File: src/rtl/game_autoplayer_if.sv
// game_autoplayer_if: script load, playthrough control, game pins and status of the autoplayer.
interface game_autoplayer_if #(parameter int DEPTH = 16);
  localparam int CW = $clog2(DEPTH + 1);
  logic          load_valid;
  logic [1:0]    load_data;
  logic          load_ready;
  logic          clear;
  logic          start;
  logic          game_reset;
  logic          N, S, E, W;
  logic          WIN, DIE;
  logic          busy;
  logic          done;
  logic [1:0]    outcome;
  logic [CW-1:0] count;
  logic [CW-1:0] moves_used;
  modport master (
    output load_valid, load_data, clear, start, WIN, DIE,
    input  load_ready, game_reset, N, S, E, W, busy, done, outcome, count, moves_used
  );
  modport slave (
    input  load_valid, load_data, clear, start, WIN, DIE,
    output load_ready, game_reset, N, S, E, W, busy, done, outcome, count, moves_used
  );
endinterface

File: src/rtl/game_autoplayer.sv
// game_autoplayer: replays a stored N/S/E/W script into the game and reports WIN/DIE/timeout.
module game_autoplayer #(
  parameter int DEPTH   = 16,
  parameter int TIMEOUT = 8
) (
  input logic              clk,
  input logic              reset,
  game_autoplayer_if.slave bus
);
  localparam int CW = $clog2(DEPTH + 1);
  localparam int AW = (DEPTH > 1) ? $clog2(DEPTH) : 1;
  localparam int TW = $clog2(TIMEOUT + 1);
  typedef enum logic [2:0] {IDLE, GRST, DRIVE, GAP, DRAIN, DONE} state_e;
  state_e        state_q, state_d;
  logic [CW-1:0] count_q, count_d, rptr_q, rptr_d, moves_q, moves_d;
  logic [TW-1:0] timer_q, timer_d;
  logic          gcnt_q, gcnt_d;
  logic [3:0]    dir_q, dir_d;
  logic          grst_q, grst_d, busy_q, busy_d, done_q, done_d;
  logic [1:0]    out_q, out_d;
  logic [1:0]    script_q [DEPTH];
  logic          idle, ready, load, go, hit;
  logic [1:0]    code, hit_code;
  always_comb begin
    idle     = state_q == IDLE || state_q == DONE;
    ready    = idle && count_q < CW'(DEPTH);
    load     = bus.load_valid && ready && !bus.clear;
    count_d  = (idle && bus.clear) ? '0 : load ? count_q + 1'b1 : count_q;
    go       = idle && bus.start && count_d != '0;
    hit      = bus.WIN || bus.DIE;
    hit_code = bus.DIE ? 2'b10 : 2'b01;
    state_d  = state_q;
    rptr_d   = rptr_q;
    moves_d  = moves_q;
    timer_d  = timer_q;
    gcnt_d   = gcnt_q;
    out_d    = out_q;
    case (state_q)
      IDLE, DONE: if (go) begin
        state_d = GRST;
        gcnt_d  = 1'b0;
        rptr_d  = '0;
        moves_d = '0;
        out_d   = 2'b00;
      end
      GRST: begin
        gcnt_d  = 1'b1;
        state_d = gcnt_q ? DRIVE : GRST;
      end
      DRIVE: begin
        rptr_d  = rptr_q + 1'b1;
        moves_d = moves_q + 1'b1;
        state_d = hit ? DONE : GAP;
        out_d   = hit ? hit_code : out_q;
      end
      GAP: begin
        timer_d = '0;
        state_d = hit ? DONE : (rptr_q == count_q) ? DRAIN : DRIVE;
        out_d   = hit ? hit_code : out_q;
      end
      DRAIN: begin
        timer_d = timer_q + 1'b1;
        state_d = (hit || timer_q == TW'(TIMEOUT - 1)) ? DONE : DRAIN;
        out_d   = hit ? hit_code : (timer_q == TW'(TIMEOUT - 1)) ? 2'b11 : out_q;
      end
      default: state_d = IDLE;
    endcase
    // Outputs are decoded from the next state so every pin comes straight off a flop.
    code   = script_q[rptr_d[AW-1:0]];
    dir_d  = (state_d == DRIVE) ? 4'b1000 >> code : 4'b0000;
    grst_d = state_d == GRST;
    busy_d = state_d inside {GRST, DRIVE, GAP, DRAIN};
    done_d = state_d == DONE;
  end
  always_ff @(posedge clk or posedge reset) begin
    if (reset) begin
      state_q <= IDLE;
      count_q <= '0;
      rptr_q  <= '0;
      moves_q <= '0;
      timer_q <= '0;
      gcnt_q  <= 1'b0;
      dir_q   <= 4'b0000;
      grst_q  <= 1'b0;
      busy_q  <= 1'b0;
      done_q  <= 1'b0;
      out_q   <= 2'b00;
    end else begin
      state_q <= state_d;
      count_q <= count_d;
      rptr_q  <= rptr_d;
      moves_q <= moves_d;
      timer_q <= timer_d;
      gcnt_q  <= gcnt_d;
      dir_q   <= dir_d;
      grst_q  <= grst_d;
      busy_q  <= busy_d;
      done_q  <= done_d;
      out_q   <= out_d;
    end
  end
  always_ff @(posedge clk) begin
    if (load) script_q[count_q[AW-1:0]] <= bus.load_data;
  end
  assign bus.load_ready = ready;
  assign bus.N          = dir_q[3];
  assign bus.S          = dir_q[2];
  assign bus.E          = dir_q[1];
  assign bus.W          = dir_q[0];
  assign bus.game_reset = grst_q;
  assign bus.busy       = busy_q;
  assign bus.done       = done_q;
  assign bus.outcome    = out_q;
  assign bus.count      = count_q;
  assign bus.moves_used = moves_q;
endmodule

File: src/flat_wrapper.sv
// flat-port wrapper written by rule: the top's interface ports become plain ports
module game_autoplayer_flat 
#(
  parameter int DEPTH   = 16,
  parameter int TIMEOUT = 8
)
  (clk, reset, bus_load_valid, bus_load_data, bus_clear, bus_start, bus_WIN, bus_DIE, bus_load_ready, bus_game_reset, bus_N, bus_S, bus_E, bus_W, bus_busy, bus_done, bus_outcome, bus_count, bus_moves_used);
  game_autoplayer_if #(.DEPTH(DEPTH)) bus_i ();
  input logic clk;
  input logic reset;
  input wire logic [$bits(bus_i.load_valid)-1:0] bus_load_valid;
  input wire logic [$bits(bus_i.load_data)-1:0] bus_load_data;
  input wire logic [$bits(bus_i.clear)-1:0] bus_clear;
  input wire logic [$bits(bus_i.start)-1:0] bus_start;
  input wire logic [$bits(bus_i.WIN)-1:0] bus_WIN;
  input wire logic [$bits(bus_i.DIE)-1:0] bus_DIE;
  output wire logic [$bits(bus_i.load_ready)-1:0] bus_load_ready;
  output wire logic [$bits(bus_i.game_reset)-1:0] bus_game_reset;
  output wire logic [$bits(bus_i.N)-1:0] bus_N;
  output wire logic [$bits(bus_i.S)-1:0] bus_S;
  output wire logic [$bits(bus_i.E)-1:0] bus_E;
  output wire logic [$bits(bus_i.W)-1:0] bus_W;
  output wire logic [$bits(bus_i.busy)-1:0] bus_busy;
  output wire logic [$bits(bus_i.done)-1:0] bus_done;
  output wire logic [$bits(bus_i.outcome)-1:0] bus_outcome;
  output wire logic [$bits(bus_i.count)-1:0] bus_count;
  output wire logic [$bits(bus_i.moves_used)-1:0] bus_moves_used;
  assign bus_i.load_valid = bus_load_valid;
  assign bus_i.load_data = bus_load_data;
  assign bus_i.clear = bus_clear;
  assign bus_i.start = bus_start;
  assign bus_i.WIN = bus_WIN;
  assign bus_i.DIE = bus_DIE;
  assign bus_load_ready = bus_i.load_ready;
  assign bus_game_reset = bus_i.game_reset;
  assign bus_N = bus_i.N;
  assign bus_S = bus_i.S;
  assign bus_E = bus_i.E;
  assign bus_W = bus_i.W;
  assign bus_busy = bus_i.busy;
  assign bus_done = bus_i.done;
  assign bus_outcome = bus_i.outcome;
  assign bus_count = bus_i.count;
  assign bus_moves_used = bus_i.moves_used;
  game_autoplayer #(.DEPTH(DEPTH), .TIMEOUT(TIMEOUT)) u_core (.clk(clk), .reset(reset), .bus(bus_i));
endmodule
File: config.mk
export PLATFORM = sky130hd
export DESIGN_NAME = game_autoplayer_flat
export DESIGN_NICKNAME = d
export VERILOG_FILES = /design/src/rtl/game_autoplayer_if.sv /design/src/rtl/game_autoplayer.sv /design/src/flat_wrapper.sv
export SDC_FILE = /design/constraint.sdc
export NUM_CORES = 1
export LEC_CHECK = 0
export CAP_MARGIN = 30
export CORE_MARGIN = 1
export CORE_UTILIZATION = 38
export CTS_BUF_LIST = sky130_fd_sc_hd__clkbuf_2 sky130_fd_sc_hd__clkbuf_4 sky130_fd_sc_hd__clkbuf_8
export DETAILED_ROUTE_END_ITERATION = 8
export PLACE_DENSITY = 0.6
export SYNTH_ARGS = -nofsm -noshare
export SYNTH_HDL_FRONTEND = slang
export SYNTH_SLANG_ARGS = --single-unit
File: constraint.sdc
create_clock -name clk -period 2.9 [get_ports clk]
set_clock_uncertainty 0.1 [all_clocks]
set_input_delay 0.29 -clock clk [delete_from_list [all_inputs] [get_ports clk]]
set_output_delay 0.29 -clock clk [all_outputs]
set_load 0.02 [all_outputs]
==> impl_metrics.csv <==
group,metric,value,unit
power,irDropWorstVdd,0.344,mV
routing,routed_wl,8290,um
placement,gp_congestion,0.829,
hold_path,hold_path_class,"input pin to async pin",
yosys,synthFlopType,"edfxtp_1",
global_route,grt_max_degree,33,
yosys,ys_ff_latch,64,
yosys,netlist_area,3330,um^2
setup_path,cp.required,3.04,ns
flow_run,drv_cap,0,
setup_path,worstSetupPathType,"register to register",
sta,setup_viol,6,
sta,tightest_slew,0.516,ns
cells_and_area,final_cell_mix,"buf_4, nand2_1, nor2_1, edfxtp_1, dfrtp_1",
global_route,grt_pass1_wl,13700,um
yosys,yosysWarnings,0,
power,total_power,4.89,mW
die,core.rowCount,33,
setup_path,r2r_end,"u_core.dir_q[3]",
placement,place_area,4190,um^2
cells_and_area,final_util,0.545,
yosys,postSynthAreaPerCell,10.6,um^2
routing,drt_iter0_drc,118,
routing,via_count,2683,
die,die_w,95.6,um
clocking,cts_tree,"built",
yosys,yosysSeqAreaShare,0.529,
setup_path,path_max_fanout,4,
sta,max_freq,0.324,GHz
clocking,clkTransAtPathRegs,0.08,ns
cells_and_area,fin_nets,420,
die,dieArea,9150,um^2
yosys,synth_async_sr_flop_share,0.500,
yosys,synthDistinctLibCells,60,
clocking,cts_root_buf,"clkbuf_8",
yosys,synth_nets,331,
setup_path,r2r_start,"u_core.state_q[0]",
cells_and_area,drive_gt1_frac,0.289,
sta,rsz0062_at_grt,"yes",
sta,relSlewSlack,0.655,
status,outcome,"finished, violations left",
placement,port-buffer-count,28,
global_route,gr-total-overflow,0,
global_route,first_global_vias,2763,
die,die_h,95.6,um
die,ioPinCount,29,
cells_and_area,mostFrequentLayoutCell,"buf_4",
yosys,synth_edf_count,32,
routing,routedWlPerCell,16.1,um
sta,period_minus_slack,3.08,ns
sta,fin_crit_sh,1.06,
clocking,postCtsHoldBufs,0,
routing,drc,0,
power,leakagePower,1.82,nW
routing,ant_nets,0,
global_route,antenna_found_initial,0,
clocking,cts_max_level,3,
global_route,grt_usage,0.205,
cells_and_area,area_growth,36.5,%
clocking,clock_sinks,64,
clocking,cts_made_buffers,9,
setup_path,cp-start-kind,"register",
setup_path,crit_path_end_kind,"register",
sta,holdWs,0.224,ns
setup_path,crit_arrival,3.22,ns
clocking,clkLatencyLatePin,0.35,ns
sta,worst_slack,-0.183,ns
sta,hold_viol,0,
routing,first_pass_iters,4,
placement,dp_hpwl,6080,um
die,start_util,0.399,
die,core,8340,um^2
cells_and_area,diodes,0,
yosys,synth_cells,315,
cells_and_area,final_cell_area,4550,um^2
setup_path,r2r_setup_slack,-0.18,ns
routing,vias_per_cell,5.22,
status,violations,"setup timing",
setup_path,reg2reg_depth,12,
sta,drv_slew,0,
power,power.density,1080,nW/um^2
clocking,clock_path_buffers,2,
## worst max-delay path by stage
stage | startpoint | to | slack [ns]
6_report | u_core.state_q[0] | u_core.dir_q[3] | -0.18
5_1_grt | u_core.state_q[0] | u_core.dir_q[2] | -0.31
4_1_cts | u_core.bus.count[1] | u_core.dir_q[0] | -0.22
3_5_place_dp | bus_load_valid | u_core.dir_q[0] | -0.51
3_3_place_gp | bus_load_valid | u_core.dir_q[1] | -0.47
2_1_floorplan | u_core.bus.count[1] | u_core.dir_q[0] | -0.10
## power breakdown
group          leakage [nW]  switching [mW]  internal, mW  total, mW
registers             0.701           0.131          1.12       1.25
logic                  1.01            1.43          1.33       2.76
clock network         0.114           0.387         0.494      0.881
total                  1.82            1.95          2.94       4.89
## through the flow
stage	worst slack, ns	cells	setup TNS [ns]
2_1_floorplan	-0.103	315	-0.263
5_1_grt	-0.308	514	-1.62
4_1_cts	-0.221	513	-0.983
3_5_place_dp	-0.514	491	-3.11
3_3_place_gp	-0.474	491	-2.64
6_report	-0.183	514	-0.774
## critical path: stages, from the launching register on
cell and delay (ns):
dfrtp_1 0.41, xnor2_2 0.22, nand3_2 0.12, o31a_1 0.34
o41ai_4 0.51, buf_4 0.20, nor2_2 0.06, buf_4 0.15
a211o_1 0.23, a21oi_2 0.13, nor4_1 0.06, buf_4 0.14
o32ai_1 0.30
## kinds of logic after synthesis
kind of cell    after synthesis  synth area share
buf+inv                      20            0.0263
fa+ha+maj                     7            0.0263
xor+xnor                     14            0.0413
compound gates               63             0.140
mux                          14            0.0439
flops                        64             0.529
simple gates                133             0.193
## layer usage
layer | wire (um) | global-route usage | up-vias
met4 | 209 | 0.0958 | 0
met5 | 0 | 0 | -
met1 | 3850 | 0.259 | 1282
li1 | - | - | 1332
met3 | 257 | 0.0439 | 16
met2 | 3970 | 0.334 | 53
## area by class of cell
type	count	area, um^2
Clock buffer	9	124
Inverter	8	37.5
Multi-Input combinational cell	231	1640
Fill cell	766	3790
Sequential cell	64	1770
Clock inverter	7	104
Tap cell	105	131
Timing Repair Buffer	90	749
## registers in the layout, indices dropped and copies added, names as in the netlist
register	cells
u_core.timer_q	4
u_core.bus.game_reset	1
u_core.dir_q	4
u_core.bus.busy	1
u_core.bus.count	5
u_core.state_q	3
u_core.bus.outcome	2
u_core.gcnt_q	1
u_core.bus.moves_used	5
u_core.script_q	32
u_core.rptr_q	5
u_core.bus.done	1
## repair_timing
item,4_1_cts,5_1_grt
setup endpoints to repair,6,7
setup buffers,6,1
pin swaps,16,7
gates resized for setup,11,5
## synthesized netlist by cell type (2+ instances only)
library cell   n  area share
or4_1          2      0.0045
nand3_1       13       0.020
o32ai_1        3      0.0079
nor3_1         8       0.012
edfxtp_1      32        0.29
ha_1           7       0.026
nor2b_1        3      0.0056
a21o_1         2      0.0045
mux2_2         4       0.014
a21oi_1       14       0.021
nor3b_1        2      0.0045
nand4_1        5      0.0094
and4_1         2      0.0053
a2111oi_0      3      0.0079
o22ai_1        2      0.0038
mux2i_1        9       0.027
and2_1         2      0.0038
a31oi_1        4      0.0075
inv_1          7      0.0079
buf_1          3      0.0034
xnor2_1        4       0.011
nand2b_1       6       0.011
and3_1         4      0.0075
o31ai_1        3      0.0068
nor4_1         2      0.0038
o21ai_0       11       0.017
dfrtp_1       32        0.24
clkbuf_1       8      0.0090
nor2_1        39       0.044
or3_1          3      0.0056
xor2_1         8       0.021
nand2_1       37       0.042
o211ai_1       2      0.0045
a211o_1        3      0.0079
Note: power is estimated with default switching activity, not from simulation.
